$ cat src/rtl/pc_unit_pkg.sv
// Shared defaults and next-PC source encoding for the fetch PC unit.
package pc_unit_pkg;

  localparam int          PC_XLEN        = 32;
  localparam logic [31:0] PC_RESET_VEC   = 32'h0000_3000;
  localparam int          PC_INSTR_BYTES = 4;
  localparam int          PC_RAS_DEPTH   = 4;

  // Which rule produced the next PC; also exported for debug/trace.
  typedef enum logic [2:0] {
    SRC_TRAP,
    SRC_REDIR,
    SRC_HOLD,
    SRC_RAS,
    SRC_SEQ
  } pc_src_e;

endpackage

$ cat src/rtl/pc_unit_if.sv
// Fetch-control bundle between the pipeline control logic and the PC unit.
interface pc_unit_if
  import pc_unit_pkg::*;
#(
  parameter int XLEN      = PC_XLEN,
  parameter int RAS_DEPTH = PC_RAS_DEPTH
);
  localparam int CW = $clog2(RAS_DEPTH) + 1;

  logic            stall_f;
  logic            redir_valid;
  logic [XLEN-1:0] redir_target;
  logic            trap_valid;
  logic [XLEN-1:0] trap_target;
  logic            call_valid;
  logic            ret_valid;
  logic [XLEN-1:0] pc;
  logic [CW-1:0]   ras_count;
  logic            ras_pred;

  modport master (
    output stall_f, redir_valid, redir_target, trap_valid, trap_target,
           call_valid, ret_valid,
    input  pc, ras_count, ras_pred
  );

  modport slave (
    input  stall_f, redir_valid, redir_target, trap_valid, trap_target,
           call_valid, ret_valid,
    output pc, ras_count, ras_pred
  );
endinterface

$ cat src/rtl/pc_ras.sv
// Circular return-address stack; a push when full overwrites the oldest entry.
module pc_ras
  import pc_unit_pkg::*;
#(
  parameter int XLEN  = PC_XLEN,
  parameter int DEPTH = PC_RAS_DEPTH,
  parameter int CW    = $clog2(DEPTH) + 1
) (
  input  logic            clk,
  input  logic            rst_n,
  input  logic            push,
  input  logic            pop,
  input  logic            clear,
  input  logic [XLEN-1:0] push_data,
  output logic [XLEN-1:0] top,
  output logic [CW-1:0]   count
);
  localparam int PW = $clog2(DEPTH);

  logic [XLEN-1:0] mem_q [DEPTH];
  logic [PW-1:0]   ptr_q, ptr_d;
  logic [CW-1:0]   cnt_q, cnt_d;
  logic            wr_en;
  logic [PW-1:0]   wr_idx;

  // ptr_q always addresses the top entry; pop+push rewrites it in place.
  always_comb begin
    ptr_d  = ptr_q;
    cnt_d  = cnt_q;
    wr_en  = 1'b0;
    wr_idx = ptr_q;
    if (clear) begin
      ptr_d = '0;
      cnt_d = '0;
    end else if (push && pop) begin
      wr_en = 1'b1;
    end else if (push) begin
      wr_en  = 1'b1;
      wr_idx = ptr_q + PW'(1);
      ptr_d  = ptr_q + PW'(1);
      if (cnt_q != CW'(DEPTH)) cnt_d = cnt_q + CW'(1);
    end else if (pop) begin
      ptr_d = ptr_q - PW'(1);
      cnt_d = cnt_q - CW'(1);
    end
  end

  always_ff @(posedge clk or negedge rst_n) begin
    if (!rst_n) begin
      ptr_q <= '0;
      cnt_q <= '0;
    end else begin
      ptr_q <= ptr_d;
      cnt_q <= cnt_d;
    end
  end

  // Storage is deliberately left out of reset; count gates its use.
  always_ff @(posedge clk) begin
    if (wr_en) mem_q[wr_idx] <= push_data;
  end

  assign top   = mem_q[ptr_q];
  assign count = cnt_q;

endmodule

$ cat src/rtl/pc_unit.sv
// Fetch PC register with trap/redirect/stall/RAS-prediction/sequential next-PC priority.
module pc_unit
  import pc_unit_pkg::*;
#(
  parameter int              XLEN        = PC_XLEN,
  parameter logic [XLEN-1:0] RESET_VEC   = XLEN'(PC_RESET_VEC),
  parameter int              INSTR_BYTES = PC_INSTR_BYTES,
  parameter int              RAS_DEPTH   = PC_RAS_DEPTH
) (
  input logic clk,
  input logic rst_n,
  pc_unit_if.slave bus
);
  localparam int              CW         = $clog2(RAS_DEPTH) + 1;
  localparam logic [XLEN-1:0] ALIGN_MASK = ~(XLEN'(INSTR_BYTES - 1));

  logic [XLEN-1:0] pc_q, pc_d, seq, ras_top;
  logic [CW-1:0]   ras_cnt;
  pc_src_e         src;
  logic            push, pop, clear;

  always_comb begin
    seq = pc_q + XLEN'(INSTR_BYTES);
    if (bus.trap_valid)                          src = SRC_TRAP;
    else if (bus.redir_valid)                    src = SRC_REDIR;
    else if (bus.stall_f)                        src = SRC_HOLD;
    else if (bus.ret_valid && ras_cnt != '0)     src = SRC_RAS;
    else                                         src = SRC_SEQ;

    case (src)
      SRC_TRAP:  pc_d = bus.trap_target & ALIGN_MASK;
      SRC_REDIR: pc_d = bus.redir_target & ALIGN_MASK;
      SRC_HOLD:  pc_d = pc_q;
      SRC_RAS:   pc_d = ras_top & ALIGN_MASK;
      default:   pc_d = seq;
    endcase

    // The stack only moves when the fetch at pc is actually accepted.
    push  = (src == SRC_RAS || src == SRC_SEQ) && bus.call_valid;
    pop   = (src == SRC_RAS);
    clear = (src == SRC_TRAP);
  end

  always_ff @(posedge clk or negedge rst_n) begin
    if (!rst_n) pc_q <= RESET_VEC;
    else        pc_q <= pc_d;
  end

  pc_ras #(
    .XLEN (XLEN),
    .DEPTH(RAS_DEPTH),
    .CW   (CW)
  ) u_ras (
    .clk      (clk),
    .rst_n    (rst_n),
    .push     (push),
    .pop      (pop),
    .clear    (clear),
    .push_data(seq),
    .top      (ras_top),
    .count    (ras_cnt)
  );

  assign bus.pc        = pc_q;
  assign bus.ras_count = ras_cnt;
  assign bus.ras_pred  = pop;

endmodule

$ cat src/flat_wrapper.sv
// flat-port wrapper written by rule: the top's interface ports become plain ports
module pc_unit_flat import pc_unit_pkg::*;
#(
  parameter int              XLEN        = PC_XLEN,
  parameter logic [XLEN-1:0] RESET_VEC   = XLEN'(PC_RESET_VEC),
  parameter int              INSTR_BYTES = PC_INSTR_BYTES,
  parameter int              RAS_DEPTH   = PC_RAS_DEPTH
)
  (clk, rst_n, bus_stall_f, bus_redir_valid, bus_redir_target, bus_trap_valid, bus_trap_target, bus_call_valid, bus_ret_valid, bus_pc, bus_ras_count, bus_ras_pred);
  pc_unit_if #(.XLEN(XLEN), .RAS_DEPTH(RAS_DEPTH)) bus_i ();
  input logic clk;
  input logic rst_n;
  input wire logic [$bits(bus_i.stall_f)-1:0] bus_stall_f;
  input wire logic [$bits(bus_i.redir_valid)-1:0] bus_redir_valid;
  input wire logic [$bits(bus_i.redir_target)-1:0] bus_redir_target;
  input wire logic [$bits(bus_i.trap_valid)-1:0] bus_trap_valid;
  input wire logic [$bits(bus_i.trap_target)-1:0] bus_trap_target;
  input wire logic [$bits(bus_i.call_valid)-1:0] bus_call_valid;
  input wire logic [$bits(bus_i.ret_valid)-1:0] bus_ret_valid;
  output wire logic [$bits(bus_i.pc)-1:0] bus_pc;
  output wire logic [$bits(bus_i.ras_count)-1:0] bus_ras_count;
  output wire logic [$bits(bus_i.ras_pred)-1:0] bus_ras_pred;
  assign bus_i.stall_f = bus_stall_f;
  assign bus_i.redir_valid = bus_redir_valid;
  assign bus_i.redir_target = bus_redir_target;
  assign bus_i.trap_valid = bus_trap_valid;
  assign bus_i.trap_target = bus_trap_target;
  assign bus_i.call_valid = bus_call_valid;
  assign bus_i.ret_valid = bus_ret_valid;
  assign bus_pc = bus_i.pc;
  assign bus_ras_count = bus_i.ras_count;
  assign bus_ras_pred = bus_i.ras_pred;
  pc_unit #(.XLEN(XLEN), .RESET_VEC(RESET_VEC), .INSTR_BYTES(INSTR_BYTES), .RAS_DEPTH(RAS_DEPTH)) u_core (.clk(clk), .rst_n(rst_n), .bus(bus_i));
endmodule
$ cat config.mk
export PLATFORM = sky130hd
export DESIGN_NAME = pc_unit_flat
export DESIGN_NICKNAME = d
export VERILOG_FILES = /design/src/rtl/pc_unit_pkg.sv /design/src/rtl/pc_unit_if.sv /design/src/rtl/pc_ras.sv /design/src/rtl/pc_unit.sv /design/src/flat_wrapper.sv
export SDC_FILE = /design/constraint.sdc
export NUM_CORES = 1
export LEC_CHECK = 0
export ABC_CLOCK_PERIOD_IN_PS = 6600
export CORE_ASPECT_RATIO = 1.5
export CORE_MARGIN = 4
export CORE_UTILIZATION = 55
export DETAILED_ROUTE_END_ITERATION = 8
export PLACE_DENSITY = 0.91
export SYNTH_ARGS = -nofsm -noshare
export SYNTH_HDL_FRONTEND = slang
export SYNTH_SLANG_ARGS = --single-unit
$ cat constraint.sdc
create_clock -name clk -period 6.6 [get_ports clk]
set_input_delay 0.99 -clock clk [delete_from_list [all_inputs] [get_ports clk]]
set_output_delay 0.99 -clock clk [all_outputs]
set_load 0.01 [all_outputs]
-- Word level (Yosys, flattened, before mapping)
Memories as Yosys holds them, arrays and structs flattened.
Cells that the tools add are included.
- register bits: 37
- bits in writable memories: 128
- memories: 1
- memory bits (read-only): 0
- output and inout port bits: 36
- word-level logic and storage cells: 47
- latch bits: 0
- memory list (name ; depth ; width ; rd ports ; clocked after memory_dff ; wr ports ; RTL line ; text):
    u_core.u_ras.mem_q ; 4 ; 32 ; 1 ; 0 ; 1 ; pc_ras.sv:20 ; logic [XLEN-1:0] mem_q [DEPTH];
- add/subtract/negate cells: 5
- bitwise logic cells: 0
- eq/ne operators: 7
- shift-type cells: 0
- multipliers: 0
- reduce and logical (&&, ||, !) cells: 9
- div/mod/pow operators: 0
- multiplexer cells: 22
- $lt $le $gt $ge: 0
- operator list (kind ; count):
    $pmux 32 s4 ; 1
    $add 32x3->32 const B ; 1
    $mux 3 ; 9
    $mux 2 ; 7
    $eq 3x2->1 const B ; 2
    $reduce_bool 3->1 ; 2
    $mux 1 ; 5
    $add 3x1->3 const B ; 1
    $eq 3x1->1 const B ; 1
    $eq 3x3->1 const B ; 1
    $logic_and 1x1->1 ; 3
    $logic_not 3->1 ; 1
    $ne 3x1->1 const B ; 1
    $ne 3x3->1 const B ; 1
    $reduce_and 3->1 ; 1
    $sub 3x1->3 const B ; 1
    $add 2x1->2 const B ; 1
    $ne 2x1->1 const B ; 1
    $reduce_and 2->1 ; 1
    $sub 2x1->2 const B ; 1
    $logic_or 1x1->1 ; 1

-- Depth between registers and ports, before layout
- depth after elaboration: 14
- mapped depth: 9
- depth with buffers taken out: 8

-- By module
Synthesis repeated with hierarchy kept, for this count alone.
- cells, all modules: 615
- area total of the unflattened synthesis: 8036.5 sq um
- by module, submodules not included (module ; cells each ; times used ; area each (sq um) ; sequential area each (sq um)):
    pc_ras ; 231 ; 1 ; 5128.7 ; 3968.8
    pc_unit ; 384 ; 1 ; 2907.8 ; 753.2

-- Worst setup path before layout
Ideal clock, no wire load.
- path type: in2reg
- from: input port bus_ret_valid
- to: memory u_core.u_ras.mem_q[1][10] in the netlist's numbering, enable pin
- path buffers: 2
- required time: 6.108 ns
- slack: 1.538 ns
- cell stages on the path: 6
- arrival: 4.569 ns
- path through: nor2b_1 > buf_2 > nand3_1 > buf_2 > nor2_1 > nor4_1
- longest elaborated chain between the ends: 13
- elaborated cells on any way between the ends: 19
- those cells by class: 2 x eq/ne; 12 x mux; 5 x reduce/logical
- ends and longest elaborated chain (item ; RTL line ; text):
    from (decl) ; flat_wrapper.sv:19 ; input wire logic [$bits(bus_i.ret_valid)-1:0] bus_ret_valid;
    $logic_and 1x1->1 * ; pc_unit.sv:27 ; else if (bus.ret_valid && ras_cnt != '0) src = SRC_RAS;
    $mux 3 * ; pc_unit.sv:27 ;
    $mux 3 * ; pc_unit.sv:26 ; else if (bus.stall_f) src = SRC_HOLD;
    $mux 3 * ; pc_unit.sv:25 ; else if (bus.redir_valid) src = SRC_REDIR;
    $mux 3 * ; pc_unit.sv:24 ; if (bus.trap_valid) src = SRC_TRAP;
    $eq 3x2->1 / $eq 3x3->1 (equally long branches) ; pc_unit.sv:39, pc_unit.sv:40 ;
    $logic_or 1x1->1 ; pc_unit.sv:39 ; push = (src == SRC_RAS || src == SRC_SEQ) && bus.call_valid;
    $logic_and 1x1->1 ; pc_unit.sv:39 ;
    $mux 1 / $logic_and 1x1->1 (equally long branches) ; pc_ras.sv:37, pc_ras.sv:35 ;
    $mux 1 ; pc_ras.sv:35 ; end else if (push && pop) begin
    $mux 1 ; pc_ras.sv:32 ; if (clear) begin
    $mux 1 ; pc_ras.sv:60 ; if (wr_en) mem_q[wr_idx] <= push_data;
    $mux 1 (not written as such) ; pc_ras.sv:60 ;
    to (decl) ; pc_ras.sv:20 ;
Mark *: on every way between the ends. The rest lies on a longest branch, timed or not.

-- Final worst setup path
- from: input port bus_stall_f
- to: memory u_core.u_ras.mem_q[0][3] in the netlist's numbering, enable pin
- longest elaborated chain between the ends: 11
- elaborated cells on any way between the ends: 17
- those cells by class: 2 x eq/ne; 11 x mux; 4 x reduce/logical
- ends and longest elaborated chain (item ; RTL line ; text):
    from (decl) ; flat_wrapper.sv:13 ; input wire logic [$bits(bus_i.stall_f)-1:0] bus_stall_f;
    $mux 3 * ; pc_unit.sv:26 ;
    $mux 3 * ; pc_unit.sv:25 ;
    $mux 3 * ; pc_unit.sv:24 ;
    $eq 3x2->1 / $eq 3x3->1 (equally long branches) ; pc_unit.sv:39, pc_unit.sv:40 ;
    $logic_or 1x1->1 ; pc_unit.sv:39 ;
    $logic_and 1x1->1 ; pc_unit.sv:39 ;
    $mux 1 / $logic_and 1x1->1 (equally long branches) ; pc_ras.sv:37, pc_ras.sv:35 ;
    $mux 1 ; pc_ras.sv:35 ;
    $mux 1 ; pc_ras.sv:32 ;
    $mux 1 ; pc_ras.sv:60 ;
    $mux 1 (not written as such) ; pc_ras.sv:60 ;
Marks and branches as above.

==> results.yml <==
synth:
  synthMuxAreaShare_pct: 9.58
  synth-main-ff-cell: "edfxtp_1"
  synth-compound-area-share_pct: 13.0
  ys_warn_count: 0
  synth_top_family_by_area: "compound AO/OA/AOI/OAI gates"
  ys_seq_area_share_pct: 59.1
  ys_ff_latch: 155
  yosys.cell_types.count: 67
  synthCells: 577
  async_flop_share_pct: 22.6
  synth_edf_count: 120
  syn_avg_cell_area_um2: 13.2
  synthesis.area_um2: 7590
  yosys.area_share.simple_pct: 10.8
  synth_xor_xnor_area_share_pct: 3.46
  synth_fa_ha_area_share_pct: 0.429
drt:
  drtIter0Drc: 630
  route.met3.wl_um: 2120
  highest_layer: "met4"
  met1Wirelength_um: 7130
  wl_met2_um: 10500
  via_per_inst: 6.82
  wl_per_cell_um: 25.0
  vias: 5698
  drt_pass1_iterations: 5
  ant_nets: 0
  drt_wl_total_um: 20800
  drc: 0
timing:
  rsz0062_at_grt: "false"
  period_share_pct: 65.2
  maxSlewViolCount: 0
  fin_skew_ns: 0.00741
  max_freq_mhz: 233
  min_period_ns: 4.30
  setup_viol: 0
  timing.setup.tns_ns: 0
  max_slew.worst_pin.slew_ns: 1.16
  worst_slack_ns: 2.30
  hold_violations: 0
  slew_headroom_pct: 22.0
layout:
  drive_gt1_share_pct: 14.4
  synthToLayoutAreaGrowth_pct: 22.6
  final_cells: 835
  layout.nets: 733
  fin_util_pct: 68.8
  fin_area_um2: 9310
  num_antenna_cells: 0
global_route:
  antenna_found_initial: 0
  grt_pass1_vias: 5864
  grt-ovfl-total: 0
  grt_max_degree: 49
  grt_pass1_wl_um: 32500
  grt_usage_pct: 26.8
die:
  fp.coreArea_um2: 13500
  rows: 52
  io_pins: 107
  die-area_um2: 15800
  die_height_um: 152
  dieWidth_um: 104
  start_util_pct: 56.1
hold_path:
  hp-class: "flip-flop to flip-flop"
outcome:
  outcome: "completed"
clocking:
  ctsResizeCount: 0
  clk_pin_slew_ns: 0.06
  clock-sinks: 155
  htree_levels: 4
  clockBufferDepth: 2
  cts_tree: "yes"
  post-cts-setup-buffers: 0
  root_buffer: "clkbuf_16"
  clk_latency_ns: 0.42
  cts_hold_buf: 0
  cts_made_buffers: 17
pwr:
  p_leak_nw: 3.15
  vdd_drop_max_mv: 0.195
  power_density_nw_per_um2: 276
placed_design:
  placed_area_um2: 8680
  placed_cells: 803
  dpl_worst_slack_ns: 1.94
  io_buffers: 100
  dpl.hpwl_um: 14300
  finalWeightedCongestion: 0.928
run:
  cap_violations: 0
worst_setup_path:
  crit_fanout: 21
  worstPathArrival_ns: 4.40
  crit_required_ns: 6.70
  critPathCaptureType: "flip-flop"
  path_class: "input pin to flip-flop"
  cp-start-kind: "input pin"
## flip-flops by register name, indices dropped and copies added, names as in the netlist
name / cells
u_core.bus.pc: 30
u_core.u_ras.count: 3
u_core.u_ras.mem_q: 120
u_core.u_ras.ptr_q: 2
## routing by layer
| metal | vias to the layer above | global-route usage [%] |
|---|---|---|
| met3 | 89 | 5.52 |
| met4 | 0 | 14.8 |
| met2 | 434 | 44.7 |
| met5 | - | 0 |
| li1 | 2447 | - |
| met1 | 2728 | 32.7 |
## worst max-delay path: stages
cell and delay (ns):
clkdlybuf4s50_1 0.40, buf_4 0.21, nor2b_1 0.43, nand3_1 0.54, nor2_1 0.55, mux2i_1 0.16, nor2_2 0.66, buf_4 0.43
## Yosys cell counts (all sizes together), types with 6 or more instances
library cell / instances / area [µm²]
dfrtp: 33 / 826
mux4: 30 / 676
xor2: 12 / 105
nand2: 38 / 150
or3: 6 / 37.5
a22oi: 10 / 75.1
a21oi: 34 / 170
o21a: 7 / 52.6
inv: 10 / 37.5
o221a: 6 / 67.6
xnor2: 18 / 158
o21ai: 22 / 110
nand4: 15 / 93.8
o221ai: 9 / 78.8
clkbuf: 25 / 93.8
o211ai: 7 / 52.6
nor2: 29 / 109
a31oi: 6 / 37.5
and3: 6 / 37.5
edfxtp: 120 / 3600
buf: 25 / 143
and4: 9 / 81.3
o22ai: 12 / 75.1
nand3: 20 / 110
## layout by cell type, fill, tap and decap left out, types with 7 or more instances in the layout
cell type / instances
o21ai_0: 17
xnor2_1: 18
mux4_2: 30
o21a_1: 7
clkbuf_16: 17
and4_1: 8
inv_1: 10
dfrtp_1: 32
clkdlybuf4s50_1: 98
nand3_1: 18
a21oi_1: 34
buf_4: 13
nor2_1: 27
o221ai_1: 9
o22ai_1: 12
o211ai_1: 7
edfxtp_1: 120
xor2_1: 12
nand2_1: 37
nand4_1: 15
a22oi_1: 10
## metrics by stage
stage / power (mW) / hold WS, ns
after floorplan: 1.38 / 0.562
after global placement: 1.53 / 0.564
after detailed placement: 1.55 / 0.583
after CTS: 2.57 / 0.596
after global routing: 2.65 / 0.622
final: 2.57 / 0.599
## cell type report
class | count | area, µm²
inverters | 10 | 37.5
repair buffers | 113 | 1090
flip-flops and latches | 155 | 4480
fillers | 906 | 4230
multi-input cells | 363 | 2870
clock buffers | 18 | 429
clock inverters | 14 | 196
well taps | 162 | 203
## cell families after synthesis
logic type / count (synthesis)
DFF: 155
and+or+nand+nor: 150
AOI/OAI and AO/OA: 144
buffers and inverters: 60
muxes: 35
xor gates and xnor gates: 30
adders and majority gates: 2
other: 1
## power by group
part	switching [mW]	internal [mW]	total [mW]
Clock	0.396	0.635	1.03
Sequential	0.0589	1.10	1.16
Combinational	0.191	0.182	0.373
## final timing paths
check                                       from                       end  slack (ns)  cells past startpoint
setup / recovery                     bus_stall_f  u_core.u_ras.mem_q[0][3]        2.30                      8
hold / removal                  u_core.bus.pc[3]          u_core.bus.pc[3]        0.60                      2
setup reg to reg           u_core.u_ras.count[0]  u_core.u_ras.mem_q[0][3]        3.21                      6
hold reg to reg                 u_core.bus.pc[3]          u_core.bus.pc[3]        0.60                      2
max in group asynchronous                  rst_n     u_core.u_ras.ptr_q[0]        5.33                      1
min in group asynchronous                  rst_n     u_core.u_ras.count[2]        0.67                      1
(Power assumes the default switching activity.)
